File: src/rtl/dualmux_sched.sv
// dualmux_sched: round-robin two-requester path scheduler with break-before-make guard
module dualmux_sched #(
  parameter int DWELL = 4,
  parameter int GUARD = 2,
  parameter int CNT_W = 4
) (
  input  logic clk,
  input  logic rst_n,
  input  logic req0,
  input  logic req1,
  output logic msel,
  output logic gnt0,
  output logic gnt1,
  output logic busy
);
  typedef enum logic [1:0] {S_IDLE, S_GRANT, S_GUARD} state_t;
  localparam logic [CNT_W-1:0] DW = CNT_W'(DWELL);
  localparam logic [CNT_W-1:0] GD = CNT_W'(GUARD);
  localparam logic [CNT_W-1:0] ONE = CNT_W'(1);
  state_t state_q, state_d;
  logic [CNT_W-1:0] cnt_q, cnt_d;
  logic last_q, last_d, msel_q, msel_d, gnt0_q, gnt0_d, gnt1_q, gnt1_d, busy_q, busy_d;
  logic win, own, oth;
  // Next state: one shared counter tracks dwell in GRANT and dead cycles in GUARD
  always_comb begin
    state_d = state_q;
    cnt_d = cnt_q;
    last_d = last_q;
    msel_d = msel_q;
    gnt0_d = gnt0_q;
    gnt1_d = gnt1_q;
    win = (req0 & req1) ? ~last_q : req1;
    own = msel_q ? req1 : req0;
    oth = msel_q ? req0 : req1;
    if (state_q == S_GRANT) begin
      if (!own || (cnt_q == DW && oth)) begin
        state_d = S_GUARD;
        gnt0_d = 1'b0;
        gnt1_d = 1'b0;
        cnt_d = ONE;
      end else if (cnt_q != DW) begin
        cnt_d = cnt_q + ONE;
      end
    end else if (state_q == S_GUARD && cnt_q != GD) begin
      cnt_d = cnt_q + ONE;
    end else if (req0 | req1) begin
      state_d = S_GRANT;
      gnt0_d = ~win;
      gnt1_d = win;
      msel_d = win;
      last_d = win;
      cnt_d = ONE;
    end else begin
      state_d = S_IDLE;
      cnt_d = '0;
    end
    busy_d = state_d != S_IDLE;
  end
  // State and registered outputs; reset puts the pointer on 1 so req0 wins the first tie
  always_ff @(posedge clk) begin
    if (!rst_n) begin
      state_q <= S_IDLE;
      cnt_q <= '0;
      last_q <= 1'b1;
      msel_q <= 1'b0;
      gnt0_q <= 1'b0;
      gnt1_q <= 1'b0;
      busy_q <= 1'b0;
    end else begin
      state_q <= state_d;
      cnt_q <= cnt_d;
      last_q <= last_d;
      msel_q <= msel_d;
      gnt0_q <= gnt0_d;
      gnt1_q <= gnt1_d;
      busy_q <= busy_d;
    end
  end
  assign msel = msel_q;
  assign gnt0 = gnt0_q;
  assign gnt1 = gnt1_q;
  assign busy = busy_q;
endmodule

File: config.mk
export PLATFORM = sky130hd
export DESIGN_NAME = dualmux_sched
export DESIGN_NICKNAME = d
export VERILOG_FILES = /design/src/rtl/dualmux_sched.sv
export SDC_FILE = /design/constraint.sdc
export NUM_CORES = 1
export LEC_CHECK = 0
export BUFFER_PORTS_ARGS = -buffer_cell sky130_fd_sc_hd__buf_2
export CAP_MARGIN = 20
export CORE_AREA = 4 4 41 43
export CTS_CLUSTER_SIZE = 28
export DETAILED_ROUTE_END_ITERATION = 7
export DIE_AREA = 0 0 45 47
export PLACE_DENSITY = 0.72
export SYNTH_ARGS = -nofsm -noshare
export SYNTH_HDL_FRONTEND = slang
export SYNTH_SLANG_ARGS = --single-unit
File: constraint.sdc
create_clock -name clk -period 2.5 [get_ports clk]
set_clock_uncertainty 0.1 [all_clocks]
set_input_delay 0.375 -clock clk [delete_from_list [all_inputs] [get_ports clk]]
set_output_delay 0.375 -clock clk [all_outputs]
set_load 0.005 [all_outputs]
* Word level (Yosys, flattened, before mapping)
Cells that the tools add are included.
** Storage, ports and cells
- Register bits after elaboration :: 11
- Input port bits :: 4
- Output and inout port bits :: 4
- Logic and storage cells :: 49
** Operators by class
- Add/sub/neg operators :: 1
- Equality and inequality tests :: 8
- Muxes and demuxes :: 19
- Bitwise operators :: 6
- Reduce and logical (&&, ||, !) cells :: 8
** Operator list (number)
- $mux W4 :: 4
- $mux W1 :: 12
- $mux W2 :: 3
- $reduce_and A3 Y1 :: 2
- $add A4 B1 Y4 const B :: 1
- $eq A4 B3 Y1 const B :: 1
- $ne A4 B2 Y1 const B :: 1
- $ne A4 B3 Y1 const B :: 1
- $not A1 Y1 :: 4
- $reduce_bool A2 Y1 :: 2
- $ne A3 B1 Y1 const B :: 1
- $eq A2 B1 Y1 const B :: 1
- $eq A2 B2 Y1 const B :: 1
- $logic_and A1 B1 Y1 :: 2
- $ne A2 B1 Y1 const B :: 1
- $ne A2 B2 Y1 const B :: 1
- $and A1 B1 Y1 :: 1
- $logic_not A1 Y1 :: 1
- $logic_or A1 B1 Y1 :: 1
- $or A1 B1 Y1 :: 1

* Longest topological paths before layout
- Depth in word-level cells :: 6
- Depth in mapped cells :: 6
- Depth with buffers taken out :: 6

* Least setup slack after synthesis
No wires, ideal clock.
- Kind :: flip-flop to flip-flop
- From :: reg cnt_q[0]
- To :: reg cnt_q[0]
- Setup time :: 0.103 ns
- Arrival time :: 1.379 ns
- Required time :: 2.297 ns
- Path slack :: 0.918 ns
- Cell stages (with the launch flop) :: 7
- Buffers on the path :: 0
- Period minus slack after synthesis :: 1.582 ns
- Cell sequence :: dfxtp_1 -> inv_1 -> ha_1 -> nor4b_2 -> nor2_2 -> nor3_1 -> a2111oi_2
** On the way
- Word-level cells in the longest chain between the ends :: 5
- Elaborated cells on any way between the ends :: 12
- Classes of those cells :: add/sub: 1; eq/ne: 4; mux: 4; reduce/logical: 3
** RTL lines
- start: declaration :: line 21 : logic [CNT_W-1:0] cnt_q, cnt_d;
- start signal: assignment :: line 71 : cnt_q <= cnt_d;
- parallel branches: the longest is 5 deep, another holds $add A4 B1 Y4
Several ways; the timed one is not identified. The select of a mux whose other input is x is not followed.
A chain may end at the register's enable or synchronous reset.

* Worst setup path after layout
Ends and elaborated chain as after synthesis.

==> summary.txt <==
Run status
  • Status: complete, no violations

Timing
  • Tightest Pin Transition: 0.379 ns
  • Tcrit/Tclk final: 70.0%
  • Worst Slack Setup Final: 0.750 ns
  • Slew Viols, Final: 0
  • Min Clock Period, post-route: 1.75 ns
  • Final setup viols: 0
  • Max transition margin: 74.7%
  • Achievable frequency: 571 MHz
  • RSZ-0062 raised after global routing: no
  • Setup tns final: 0 ns
  • Hold Vio Cnt, Final: 0

Route
  • Iteration-0 DRC Markers: 12
  • Post-DRT Antenna Nets: 0
  • Vias per cell: 5.86
  • Residual DRC: 0
  • First-pass iteration count of the detailed router: 4
  • Vias: 563
  • WL/cell: 14.6 um
  • Routed wire length: 1410 um

Critical path
  • CP startpoint kind: flip-flop
  • Arrival time at the worst endpoint: 1.82 ns
  • Top delay family on crit path: compound AO/OA/AOI/OAI gates
  • Crit-path max FO: 5
  • Largest stage delay on the critical path: 0.35 ns
  • Crit Path Class: flip-flop to flip-flop
  • Critical path data required time: 2.57 ns
  • Slowest-stage cell, CP: dfxtp_1
  • Worst Setup End Kind: flip-flop
  • CP cell instances: inv_1, ha_1, nand4b_1, a32oi_2, o2bb2ai_1, a2111oi_2
  • Worst path buffer plus inverter count: 1

Clock network
  • Buffer count from post-CTS setup fixing: 0
  • CTS Buffer Depth: 2
  • Post-CTS Hold Buffers: 0
  • CTS Root Cell: clkbuf_4
  • TritonCTS Buffers: 3
  • Clock Pin Slew Worst Setup and Hold Paths: 0.07 ns
  • H-tree depth: 1
  • Clk_lat worst skew: 0.26 ns
  • TritonCTS clock tree: done
  • CTS Sinks: 11
  • # resized after CTS: 0

Yosys
  • Post-Syn Instances: 73
  • FF+latch count, synth: 11
  • Fraction of registers with async set/reset: 0%
  • Post-synthesis adder-cell area fraction: 5.68%
  • Synth Area in Compound Gates: 21.6%
  • List of most frequent post-synthesis cells: dfxtp_1 (11), nand2_1 (9), inv_1 (4)
  • Simple-Gate Fraction of Synth Area: 29.5%
  • Register area share after synthesis: 33.3%
  • Cell Area, Synth: 661 sq um
  • Top_reg_cell synth: dfxtp_1
  • Synth warn: 0
  • Mux cell area share after synthesis: 0%
  • Largest area contributor in the synthesized netlist: dfxtp_1
  • Syn_nets: 80
  • EDFF count, synth: 0
  • Mean post-synth cell area: 9.05 sq um
  • Most common cell in the netlist: dfxtp_1
  • Post-synthesis xor/xnor area fraction: 3.98%
  • Synth unique cells: 38
  • Largest family of logic cells by synthesized area: simple AND/OR/NAND/NOR gates
  • Dominant cells by area after synthesis: dfxtp_1 (33%), ha_1 (5.7%), nand2_1 (5.1%)
  • Top cell type's share of synthesized area: 33.3%

Global routing
  • Total GRT Usage: 15.5%
  • Total gr overflow: 0
  • First-pass GRT wire length: 2270 um
  • Vias in the first global route: 516
  • Largest net degree at the start of global routing: 10
  • Initial antenna violation count: 0

Hold path
  • HP Class: primary input to flip-flop

Die
  • Row cnt: 13
  • Die X: 45 um
  • Die area: 2120 sq um
  • Top-level port count: 8
  • Std-Cell Core Area: 1300 sq um
  • Initial core utilization: 50.8%
  • Chip height: 47 um

Power
  • Final Power: 0.000442 W
  • Worst IR drop on VDD: 0.000337 V
  • PD cells: 616 nW/um^2
  • Leak: 0.282 nW

Final layout
  • Fraction of layout cells with a size suffix above 1: 19.8%
  • Nets: 89
  • Area Overhead vs Synth: 8.52%
  • Fillcell total: 135
  • Ant diodes: 0

Flow run
  • Max-cap viol count: 0

Placement
  • Post-DP HPWL: 1030 um
  • PortBufs: 7
  • Gpl congestion: 0.785
  • Place WS: 0.776 ns
==> per-layer routing <==
layer | share of wire (%) | track usage [%] | wire [um] | up-vias
met2 | 47 | 25.1 | 664 | 13
met1 | 47 | 18.9 | 663 | 264
met3 | 4.6 | 2.30 | 65 | 2
li1 | - | - | - | 284
met4 | 0.85 | 10.5 | 12 | 0
met5 | 0 | 0 | 0 | -
==> stage by stage <==
stage | hold slack [ns] | instances | utilization, % | area (sq um)
after global placement | 0.351 | 92 | 53.1 | 691
final | 0.287 | 96 | 55.1 | 717
after global routing | 0.312 | 96 | 55.1 | 717
after detailed placement | 0.355 | 92 | 53.1 | 691
after CTS | 0.277 | 96 | 55.1 | 717
after floorplan | 0.356 | 73 | - | 661
==> state kept, by name, indices dropped and copies added, names as in the netlist <==
name / cells
busy: 1
cnt_q: 4
gnt0: 1
gnt1: 1
last_q: 1
msel: 1
state_q: 2
==> where the power goes <==
group | leakage [nW] | switching, W | internal, W | total, W
clock | 0.0150 | 0.0000572 | 0.0000617 | 0.000119
sequential | 0.0907 | 0.0000200 | 0.000195 | 0.000215
combinational | 0.177 | 0.0000618 | 0.0000458 | 0.000108
==> kinds of logic (layout without fill, tap and decap cells) <==
logic type	Yosys count	after routing
simple gates	32	32
compound gates	17	17
flops	11	11
buf+inv	7	15
fa+ha+maj	3	3
xor+xnor	3	3
==> cells in the final DEF (no fill, tap or decap), types with 2 or more instances in the layout <==
cell type,n
dfxtp_1,11
nand4b_1,2
inv_1,4
nand3_1,2
nand3b_1,3
nor3_1,2
nor2_1,2
buf_2,7
o2bb2ai_1,2
xnor2_1,2
ha_1,3
o21ai_1,2
a21oi_1,3
nand2_1,9
and2_1,2
clkbuf_4,3
==> area by class of cell <==
type                            count  area [sq um]  share of cell area [%]
Tap cell                           15          18.8                    2.62
Inverter                            4          15.0                    2.09
Timing Repair Buffer                7          35.0                    4.89
Clock buffer                        4          26.3                    3.66
Sequential cell                    11           220                    30.7
Multi-Input combinational cell     55           402                    56.0
==> worst reg2reg max path, cell delays in order, from the launching register on <==
cell and delay (ns):
dfxtp_1 0.35, inv_1 0.12, ha_1 0.20, nand4b_1 0.15, a32oi_2 0.34, o2bb2ai_1 0.12, a2111oi_2 0.27
==> path summary, 6_finish.rpt <==
kind	slack, ns	depth (start not counted)	start	endpoint
setup reg to reg	0.75	6	cnt_q[0]	cnt_q[0]
hold reg to reg	0.36	2	gnt0	gnt0
hold / removal	0.29	2	rst_n	last_q
setup / recovery	0.75	6	cnt_q[0]	cnt_q[0]
No activity file was read; power rests on OpenSTA's default activity.
